===== config.mk =====
export PLATFORM = sky130hd
export DESIGN_NAME = seq_det_sched
export DESIGN_NICKNAME = d
export VERILOG_FILES = /design/src/rtl/seq_det_sched.sv
export SDC_FILE = /design/constraint.sdc
export NUM_CORES = 1
export LEC_CHECK = 0
export BUFFER_PORTS_ARGS = -buffer_cell sky130_fd_sc_hd__buf_2
export CORE_MARGIN = 3
export CORE_UTILIZATION = 30
export CTS_BUF_LIST = sky130_fd_sc_hd__clkbuf_8
export CTS_CLUSTER_SIZE = 30
export DETAILED_ROUTE_END_ITERATION = 7
export GPL_ROUTABILITY_DRIVEN = 0
export SYNTH_ARGS = -nofsm -noshare
export SYNTH_HDL_FRONTEND = slang
export SYNTH_SLANG_ARGS = --single-unit
export TNS_END_PERCENT = 10

===== constraint.sdc =====
create_clock -name clk -period 2.1 [get_ports clk]
set_input_delay 0.21 -clock clk [delete_from_list [all_inputs] [get_ports clk]]
set_output_delay 0.21 -clock clk [all_outputs]
set_load 0.01 [all_outputs]

===== src/rtl/seq_det_sched.sv =====
// Round-robin scheduler sharing one serial 11011 detector among N_REQ requesters.
// Each granted word is streamed MSB-first into the detector, detector match
// pulses are counted, and the count is reported together with the requester id.
module seq_det_sched #(
    parameter int unsigned   N_REQ = 4,
    parameter int unsigned   W     = 8,
    parameter int unsigned   CNT_W = 4,
    localparam int unsigned  ID_W  = $clog2(N_REQ)
) (
    input  logic                 clk,
    input  logic                 rst,
    input  logic [N_REQ-1:0]     req,
    input  logic [N_REQ*W-1:0]   req_data,
    output logic [N_REQ-1:0]     gnt,
    output logic                 busy,
    output logic                 det_rst,
    output logic                 det_data,
    input  logic                 det_op,
    output logic                 done,
    output logic [ID_W-1:0]      done_id,
    output logic [CNT_W-1:0]     match_cnt
);

    localparam int unsigned IDX_W = ID_W + 1;
    localparam int unsigned BIT_W = $clog2(W);
    localparam logic [CNT_W-1:0] CNT_MAX = {CNT_W{1'b1}};

    typedef enum logic [2:0] {
        S_IDLE  = 3'd0,
        S_CLR   = 3'd1,
        S_SHIFT = 3'd2,
        S_DRAIN = 3'd3,
        S_DONE  = 3'd4
    } state_e;

    state_e             state_q, state_d;
    logic [ID_W-1:0]    ptr_q, ptr_d;
    logic [ID_W-1:0]    win_q, win_d;
    logic [W-1:0]       word_q, word_d;
    logic [BIT_W-1:0]   bit_q, bit_d;
    logic [CNT_W-1:0]   cnt_q, cnt_d;
    logic [N_REQ-1:0]   gnt_q, gnt_d;
    logic               busy_q, busy_d;
    logic               det_rst_q, det_rst_d;
    logic               det_data_q, det_data_d;
    logic               done_q, done_d;
    logic [ID_W-1:0]    done_id_q, done_id_d;
    logic [CNT_W-1:0]   match_cnt_q, match_cnt_d;

    logic               any_req;
    logic [ID_W-1:0]    win_idx;
    logic [IDX_W-1:0]   idx_sum;

    // Round-robin winner: first asserted request at ptr, ptr+1, ... (mod N_REQ)
    always_comb begin
        any_req = 1'b0;
        win_idx = '0;
        idx_sum = '0;
        for (int unsigned i = 0; i < N_REQ; i++) begin
            idx_sum = {1'b0, ptr_q} + IDX_W'(i);
            if (idx_sum >= IDX_W'(N_REQ)) begin
                idx_sum = idx_sum - IDX_W'(N_REQ);
            end
            if (!any_req && req[idx_sum[ID_W-1:0]]) begin
                any_req = 1'b1;
                win_idx = idx_sum[ID_W-1:0];
            end
        end
    end

    // Next-state and next-output logic; outputs are computed for the state being entered
    always_comb begin
        state_d     = state_q;
        ptr_d       = ptr_q;
        win_d       = win_q;
        word_d      = word_q;
        bit_d       = bit_q;
        cnt_d       = cnt_q;
        gnt_d       = '0;
        det_data_d  = 1'b0;
        done_d      = 1'b0;
        done_id_d   = done_id_q;
        match_cnt_d = match_cnt_q;

        case (state_q)
            S_IDLE: begin
                if (any_req) begin
                    word_d         = req_data[int'(win_idx)*W +: W];
                    win_d          = win_idx;
                    ptr_d          = (win_idx == ID_W'(N_REQ - 1)) ? '0 : win_idx + ID_W'(1);
                    gnt_d[win_idx] = 1'b1;
                    state_d        = S_CLR;
                end
            end
            S_CLR: begin
                cnt_d      = '0;
                bit_d      = '0;
                det_data_d = word_q[W-1];
                word_d     = {word_q[W-2:0], 1'b0};
                state_d    = S_SHIFT;
            end
            S_SHIFT: begin
                // op in the first shift cycle still reflects the cleared detector
                if ((bit_q != '0) && det_op && (cnt_q != CNT_MAX)) begin
                    cnt_d = cnt_q + CNT_W'(1);
                end
                if (bit_q == BIT_W'(W - 1)) begin
                    state_d = S_DRAIN;
                end else begin
                    bit_d      = bit_q + BIT_W'(1);
                    det_data_d = word_q[W-1];
                    word_d     = {word_q[W-2:0], 1'b0};
                end
            end
            S_DRAIN: begin
                if (det_op && (cnt_q != CNT_MAX)) begin
                    cnt_d = cnt_q + CNT_W'(1);
                end
                done_d      = 1'b1;
                done_id_d   = win_q;
                match_cnt_d = cnt_d;
                state_d     = S_DONE;
            end
            S_DONE: begin
                state_d = S_IDLE;
            end
            default: begin
                state_d = S_IDLE;
            end
        endcase

        busy_d    = (state_d != S_IDLE);
        det_rst_d = (state_d == S_IDLE) || (state_d == S_CLR);
    end

    // State and output registers
    always_ff @(posedge clk or negedge rst) begin
        if (!rst) begin
            state_q     <= S_IDLE;
            ptr_q       <= '0;
            win_q       <= '0;
            word_q      <= '0;
            bit_q       <= '0;
            cnt_q       <= '0;
            gnt_q       <= '0;
            busy_q      <= 1'b0;
            det_rst_q   <= 1'b1;
            det_data_q  <= 1'b0;
            done_q      <= 1'b0;
            done_id_q   <= '0;
            match_cnt_q <= '0;
        end else begin
            state_q     <= state_d;
            ptr_q       <= ptr_d;
            win_q       <= win_d;
            word_q      <= word_d;
            bit_q       <= bit_d;
            cnt_q       <= cnt_d;
            gnt_q       <= gnt_d;
            busy_q      <= busy_d;
            det_rst_q   <= det_rst_d;
            det_data_q  <= det_data_d;
            done_q      <= done_d;
            done_id_q   <= done_id_d;
            match_cnt_q <= match_cnt_d;
        end
    end

    assign gnt       = gnt_q;
    assign busy      = busy_q;
    assign det_rst   = det_rst_q;
    assign det_data  = det_data_q;
    assign done      = done_q;
    assign done_id   = done_id_q;
    assign match_cnt = match_cnt_q;

endmodule


Word-level counts from Yosys, hierarchy flattened
Index checks and enable logic that the tools add are counted.
- flip-flop bits (word level): 36
- input port bits: 39
- output and inout bits: 14
- word-level logic and storage cells: 105
- add/subtract/negate cells: 10
- magnitude comparators: 10
- eq/ne operators: 10
- shift-type cells: 1
- muxes and demuxes: 39
- reduce and logical (&&, ||, !) cells: 22
- operators with widths (cell ; count):
    32-bit by 6-bit indexed part select with 8-bit output ; 1
    8-bit case mux with 3 select lines ; 1
    2-bit 2-to-1 mux ; 9
    4-bit 2-to-1 mux ; 4
    8-bit 2-to-1 mux ; 2
    2-bit by 3-bit < comparator with 1-bit output (second input constant) ; 5
    3-bit case mux with 4 select lines ; 1
    4-bit case mux with 3 select lines ; 1
    3-bit nonzero test ; 4
    1-bit 2-to-1 mux ; 11
    3-bit greater-or-equal comparator (second input constant) ; 3
    3-bit 2-to-1 mux ; 3
    1-bit binary-select mux with 2-bit select ; 4
    2-bit by 1-bit subtractor with 2-bit output (second input constant) ; 4
    1-bit logical AND ; 7
    2-bit by 2-bit adder with 3-bit output (second input constant) ; 2
    3-bit by 1-bit == test with 1-bit output (second input constant) ; 2
    3-bit by 2-bit == test with 1-bit output (second input constant) ; 2
    3-bit zero test ; 2
    2-bit != test (second input constant) ; 3
    3-bit case mux with 2 select lines ; 1
    2-bit AND reduction ; 3
    4-bit by 1-bit adder with 4-bit output (second input constant) ; 1
    4-bit != test (second input constant) ; 1
    other kinds (13) ; 15

Logic depth before layout (Yosys ltp)
Gate-level depths: netlist (run 1).
- depth in word-level cells: 20
- mapped depth: 9
- mapped depth without buffers: 8

Worst setup path before layout (run 1)
Ideal clock, no wire load.
- kind: reg2reg
- from: register ptr_q[1]
- to: register word_q[2]
- library setup time: 0.127 ns
- data arrival time: 1.757 ns
- slack: 0.216 ns
- stages on the path, launching flop included: 8
- path buffers: 1
- period minus slack after synthesis: 1.884 ns
- cells stage by stage: dfrtp_1 mux2i_1 o2bb2ai_1 nor2_4 buf_8 mux2i_1 mux2i_1 a221o_2
- longest elaborated chain between the ends: 17
- ends and longest elaborated chain (what ; RTL line ; RTL):
    start: declaration ; 37 ; logic [ID_W-1:0] ptr_q, ptr_d;
    start signal: assignment ; 154 ; ptr_q <= ptr_d;
    parallel branches: the longest is 13 deep, another holds 2-bit by 1-bit adder with 3-bit output ; -- ;
    2-bit 2-to-1 mux * ; 64 ; if (!any_req && req[idx_sum[ID_W-1:0]]) begin
    via win_idx[0] ; 51 ; logic [ID_W-1:0] win_idx;
    32-bit by 6-bit indexed part select with 8-bit output * ; 88 ; word_d = req_data[int'(win_idx)*W +: W];
    8-bit 2-to-1 mux * ; 87 ; if (any_req) begin
    8-bit case mux with 3 select lines * ; 85 ; case (state_q)
    end signal: assignment ; 156 ; word_q <= word_d;
    end: declaration ; 39 ; logic [W-1:0] word_q, word_d;
Mark *: on every way through the listed nets, which the timed path passes. The select of a mux whose other input is x is not followed.
A chain may end at the register's enable or synchronous reset.

==> impl_metrics.csv, run 1 <==
group,metric,value,unit
yosys,syn-num-nets,264,
worst_hold_path,min_path_type,"input pin to asynchronous set/reset pin",
floorplan,die_w,89.96,microns
clock_tree,root_buffer,"clkbuf_8",
finish,final_common_cell,"buf_2",
finish,most-common-layout-cells,"buf_2, nand2_1, dfrtp_1, mux2i_1, nor2_1",
grt,grt_max_degree,37,
setup_path,start_kind,"flop",
run,drv_cap,0,
grt,grt_pass1_wl,7.224,mm
power_and_ir_drop,ir_drop,515.6,uV
finish,multi_input_comb_area,1109,sq um
setup_path,path_class,"flop to flop",
placement,post-dp-hpwl,3.100,mm
yosys,synth_area_per_cell,9.744,sq um
power_and_ir_drop,p_leak,1.293,nW
clock_tree,cts_tree,"built",
timing,report.final.slew_viol_count,0,
yosys,yosysSeqAreaShare,42.66,%
run_status,violations,"hold timing",
finish,fin_nets,316,
timing,whs,-4.456,ps
timing,final_hold_viol_count,7,
routing,wirelength,4.160,mm
finish,synthToLayoutAreaGrowth,20.24,%
grt,grt_pass1_vias,1576,
clock_tree,hold_buffers,0,
yosys,yosysWarnings,0,
floorplan,num_rows,29,
grt,track_usage,10.83,%
power_and_ir_drop,powerDensity,1429,nW/um^2
grt,grt_antenna_before_repair,0,
clock_tree,clock_path_buffers,2,
clock_tree,clkSinkCount,36,
finish,antenna_cells,0,
timing,rsz0062_at_grt,"false",
timing,finClkSkew,6.315,ps
yosys,synth_cell_types,45,
timing,max_freq,512.7,MHz
finish,fill_cells,691,
floorplan,ioPinCount,53,
yosys,synthCells,217,
floorplan,die-area,8092,sq um
yosys,ys_seq_elements,36,
floorplan,core,6604,sq um
clock_tree,htreeDepth,2,
setup_path,cp.arrival,2150,ps
clock_tree,path_clk_slew,70,ps
clock_tree,cts_made_buffers,5,
routing,remaining_drc_errors,0,
clock_tree,postCtsSetupRepairBufs,0,
finish,final_core_util,38.50,%
placement,io_buffers,52,
floorplan,die_y,89.96,microns
timing,tns,0,ps
finish,register_area,902.1,sq um
clock_tree,clock_latency,290,ps
timing,worst_slew_pin_slew,768.6,ps
routing,via_count,1679,
timing,min_period_over_period,92.88,%
timing,slew_headroom,48.76,%
clock_tree,post_cts_resized,0,
routing,wire_per_inst,11.46,microns
setup_path,cp-end-kind,"flop",
routing,drtPass1Iterations,4,
yosys,syn_area,2115,sq um
routing,drt_iter0_markers,50,
timing,layout_min_cycle_time,1951,ps
setup_path,cp_max_fo,17,
setup_path,required,2290,ps
routing,vias_per_cell,4.625,
timing,setup_viol,0,
run_status,run_status,"finished with violations",
finish,drive_gt1_share,30.00,%
routing,ant_nets,0,
grt,overflow,0,
floorplan,start_util,32.02,%
==> registers in the layout (all words and copies together), names as in the netlist, 2 cells and up <==
signal	count
bit_q	3
cnt_q	4
done_id	2
gnt	4
match_cnt	4
ptr_q	2
state_q	3
win_q	2
word_q	8
==> where the power goes <==
group	leakage, nW	internal (W)	switching [W]
registers	0.458	0.00101	0.000264
logic	0.781	0.000874	0.000994
clock network	0.0538	0.000258	0.000235
total	1.29	0.00214	0.00149
==> cell type report <==
| type | count | area share, % |
|---|---|---|
| Inverter | 10 | 1.476 |
| Clock inverter | 2 | 0.2953 |
| Tap cell | 93 | 4.577 |
| Clock buffer | 6 | 3.248 |
| Sequential cell | 36 | 35.48 |
| Timing Repair Buffer | 54 | 11.32 |
| Multi-Input combinational cell | 162 | 43.60 |
==> metrics by stage <==
stage          setup slack [ps]  cells  instance area [sq um]  total power [W]
3_5_place_dp              165.4    355                   2452         0.003183
6_report                  149.5    363                   2542         0.003633
2_1_floorplan             216.1    217                   2115         0.002779
5_1_grt                   22.77    363                   2542         0.004006
3_3_place_gp              198.2    355                   2452         0.003154
4_1_cts                   139.8    363                   2542         0.003685
==> logic make-up after synthesis <==
| kind of cell | synth area share (%) |
|---|---|
| adder cells (fa/ha/maj) | 4.734 |
| XOR/XNOR | 1.243 |
| AND/OR/NAND/NOR | 18.05 |
| AO/OA/AOI/OAI | 15.50 |
| multiplexers | 12.90 |
| flip-flops | 42.66 |
| buffers and inverters | 4.911 |
==> critical path, cell delays in order (launching register included) <==
cell and delay (ps):
dfrtp_1 390, ha_1 200, ha_1 210, nor2_1 90
nand2_1 90, a21o_4 300, or2_2 330, o31ai_1 240
==> final timing paths <==
path	from	endpoint	slack [ps]	cells past startpoint
min in group clk	req_data[0]	word_q[0]	290	4
max in group asynchronous	rst	word_q[5]	1620	1
hold / removal	rst	gnt[0]	-4	1
hold reg to reg	match_cnt[2]	match_cnt[2]	470	2
setup / recovery	bit_q[0]	ptr_q[0]	150	7
setup reg to reg	bit_q[0]	ptr_q[0]	150	7
==> Yosys cell counts (all sizes together) <==
master	instances	area (sq um)
a221o	7	77.57
nor3	3	15.01
a32o	1	10.01
nand2b	3	18.77
dfrtp	35	875.8
o21a	1	7.510
a22o	3	26.28
and2	4	30.03
ha	8	100.1
mux2	2	22.52
o21bai	2	18.77
dfstp	1	26.28
and4b	1	10.01
o2bb2ai	1	8.760
clkbuf	4	25.02
buf	5	41.28
nor3b	2	15.01
xnor2	2	17.52
or4	1	11.26
a311o	1	10.01
a31o	1	8.760
nand2	37	138.9
a21oi	9	45.04
or2	1	6.260
nand3	3	15.01
a22oi	1	7.510
nor2b	2	12.51
mux2i	25	250.2
a31oi	1	6.260
o21ai	11	55.05
o22a	1	8.760
a21o	2	22.52
xor2	1	8.760
o31ai	2	15.01
inv	10	37.54
nand4	2	12.51
nor2	21	96.34
==> layer usage <==
layer	wire (microns)	GRT usage, %	vias to the layer above
met4	61	3.827	0
met1	2016	14.38	751
met2	1813	16.79	55
li1	-	-	865
met5	0	0	-
met3	269	3.255	8
Power figures use the tool's default switching activity.
==> run 2: changes to the inputs <==
--- a/config.mk
+++ b/config.mk
@@ -5,6 +5,7 @@
 export SDC_FILE = /design/constraint.sdc
 export NUM_CORES = 1
 export LEC_CHECK = 0
+export ABC_AREA = 1
 export BUFFER_PORTS_ARGS = -buffer_cell sky130_fd_sc_hd__buf_2
 export CORE_MARGIN = 3
 export CORE_UTILIZATION = 30
==> impl_metrics.csv, run 2 <==
group,metric,value,unit
floorplan,die_w,93.82,microns
run_status,run_status,"complete, no violations",
finish,final_core_util,40.14,%
floorplan,core,7370,sq um
setup_path,regToRegSetupSlack,100,ps
finish,antenna_cells,0,
yosys,async_reset_ff_share,100.0,%
power_and_ir_drop,combPwrFrac,69.0,%
grt,overflow,0,
timing,layout_min_cycle_time,2002,ps
setup_path,reg2reg_from,"ptr_q[0]",
setup_path,required,2270,ps
power_and_ir_drop,ir_drop,630.6,uV
yosys,yosys.area.top_type,"dfrtp_1",
timing,min_period_over_period,95.36,%
yosys,synth_top_area_share,37.86,%
grt,grt_pass1_vias,2142,
grt,grt_pass1_wl,9.349,mm
clock_tree,cts_made_buffers,5,
yosys,synthCells,333,
yosys,synth_edf_count,0,
placement,post_dp_cell_area,2696,sq um
floorplan,num_rows,31,
clock_tree,htreeDepth,2,
routing,remaining_drc_errors,0,
setup_path,timing.rr.end,"word_q[0]",
yosys,syn-num-nets,380,
power_and_ir_drop,swShare,50.36,%
yosys,synth.most_common_cell,"nand2_1",
finish,final_cells,502,
clock_tree,clock_path_buffers,2,
finish,regMostFlops,"word_q",
routing,drtPass1Iterations,4,
timing,worst_slew_pin_slew,794.9,ps
setup_path,ff2ff_path_depth,13,
clock_tree,clkSinkCount,36,
finish,synthToLayoutAreaGrowth,27.85,%
yosys,synth_common_cells,"nand2_1, inv_1, dfrtp_1, nand3_1, nor2_1",
power_and_ir_drop,p_seq_share,22.1,%
routing,wirelength,5.773,mm
run,drv_cap,0,
finish,drive_gt1_share,25.31,%
routing,via_count,2306,
timing,report.final.slew_viol_count,0,
yosys,yosysSeqAreaShare,38.99,%
power_and_ir_drop,p_int,0.002762,W
yosys,syn_area,2313,sq um
yosys,yosys-top-cells-area,"dfrtp_1, nand2_1, inv_1, nand3_1, nor2_1",
setup_path,cp.arrival,2170,ps
routing,drt_iter0_markers,103,
power_and_ir_drop,p_leak,1.678,nW
timing,tns,0,ps
floorplan,die_y,93.82,microns
timing,setup_viol,0,
setup_path,cp_max_fo,8,
clock_tree,clock_latency,280,ps
power_and_ir_drop,clockPowerShare,8.9,%
placement,post-place-cells,483,
placement,io_buffers,52,
yosys,ys_seq_elements,36,
floorplan,ioPinCount,53,
setup_path,path_class,"flop to flop",
clock_tree,root_buffer,"clkbuf_8",
clock_tree,path_clk_slew,70,ps
grt,grt_antenna_before_repair,0,
yosys,ys.flop_type,"dfrtp_1",
timing,final_hold_viol_count,0,
finish,largest_reg_flops,8,
worst_hold_path,min_path_type,"input pin to asynchronous set/reset pin",
finish,fill_cells,783,
yosys,synth_cell_types,28,
finish,final_cell_area,2958,sq um
clock_tree,cts_tree,"built",
setup_path,cp-end-kind,"flop",
routing,vias_per_cell,4.594,
routing,ant_nets,0,
clock_tree,hold_buffers,0,
yosys,synth_area_per_cell,6.947,sq um
yosys,yosysWarnings,0,
timing,finClkSkew,5.130,ps
grt,track_usage,12.85,%
finish,fin_nets,449,
power_and_ir_drop,switchingPower,0.002802,W
placement,post-dp-hpwl,4.128,mm
finish,final_common_cell,"nand2_1",
floorplan,die-area,8801,sq um
power_and_ir_drop,powerDensity,1881,nW/um^2
finish,most-common-layout-cells,"nand2_1, buf_2, inv_1, nand3_1, dfrtp_1",
floorplan,start_util,31.39,%
routing,wire_per_inst,11.50,microns
timing,slew_headroom,47.01,%
timing,max_freq,499.4,MHz
setup_path,start_kind,"flop",
grt,grt_max_degree,37,
-- run 2: cell types whose count changed in the layout (fill, tap and decap cells not counted), sizes merged, moves of 7 or more --
cell / change
o21ai: +7
mux2i: -25
buf: +16
nand4: +13
nand3: +37
nand2: +73
a221o: -7
inv: +42
nor2: +9
-- run 2: power groups by stage --
stage	Sequential, W	Combinational (W)	Clock (W)
floorplan	0.00125	0.00244	0
global placement	0.00125	0.00323	0
detailed placement	0.00126	0.00328	0
CTS	0.00125	0.00329	0.000514
global route	0.00127	0.00435	0.000540
finish	0.00123	0.00384	0.000493
-- run 2: repair_timing --
action,4_1_cts,5_1_grt
pin swaps,0,7
buffers inserted,0,9
resized for setup,1,25
cloned,0,2
endpoints found under the setup margin,1,12
-- run 2: metrics by stage --
stage	hold slack (ps)	total power (W)	setup slack, ps
global route	93.08	0.006164	-35.14
global placement	355.7	0.004478	103.2
CTS	48.77	0.005053	87.75
finish	16.34	0.005564	97.54
floorplan	-85.59	0.003695	249.8
detailed placement	355.7	0.004535	12.66
-- run 2: final cells by class --
type	count	area [sq um]	area share [%]
multi-input combinational	235	1216	41.12
tap	99	123.9	4.188
sequential	36	903.4	30.54
timing repair buffer	70	414.1	14.00
inverter	54	207.7	7.022
clock buffer	6	82.58	2.792
clock inverter	2	10.01	0.3384
-- run 2: cells by family after synthesis --
logic type	Yosys count	share of synthesized area, %
adders and majority gates	8	4.327
xor gates and xnor gates	2	0.7573
AOI/OAI and AO/OA	29	6.977
DFF	36	38.99
and+or+nand+nor	194	36.99
buffers and inverters	64	11.95
-- run 2: how the worst max path moves through the flow --
| stage | start | end |
|---|---|---|
| 2_1_floorplan | ptr_q[0] | ptr_q[1] |
| 3_3_place_gp | ptr_q[0] | word_q[4] |
| 6_report | ptr_q[0] | word_q[0] |
| 5_1_grt | ptr_q[0] | word_q[6] |
| 4_1_cts | ptr_q[0] | busy |
| 3_5_place_dp | ptr_q[0] | busy |
-- run 2: critical path, cell delays in order (launching register included) --
cell and delay, ps:
dfrtp_2 460, buf_6 150, nand2_1 70, nand2_2 90, nand2_2 90, nand2_2 60, nor2_4 160, nand3_4 160
o22ai_4 180, inv_2 80, nand2_4 100, inv_1 90, nand3_1 120, o21ai_1 70
-- run 2: layer usage --
metal  up-vias  share of wire [%]  track usage (%)
li1       1193                  -                -
met2        86                 44            19.40
met1      1019                 49            18.45
met5         -                  0                0
met3         8                5.8            2.804
met4         0                1.3            3.490
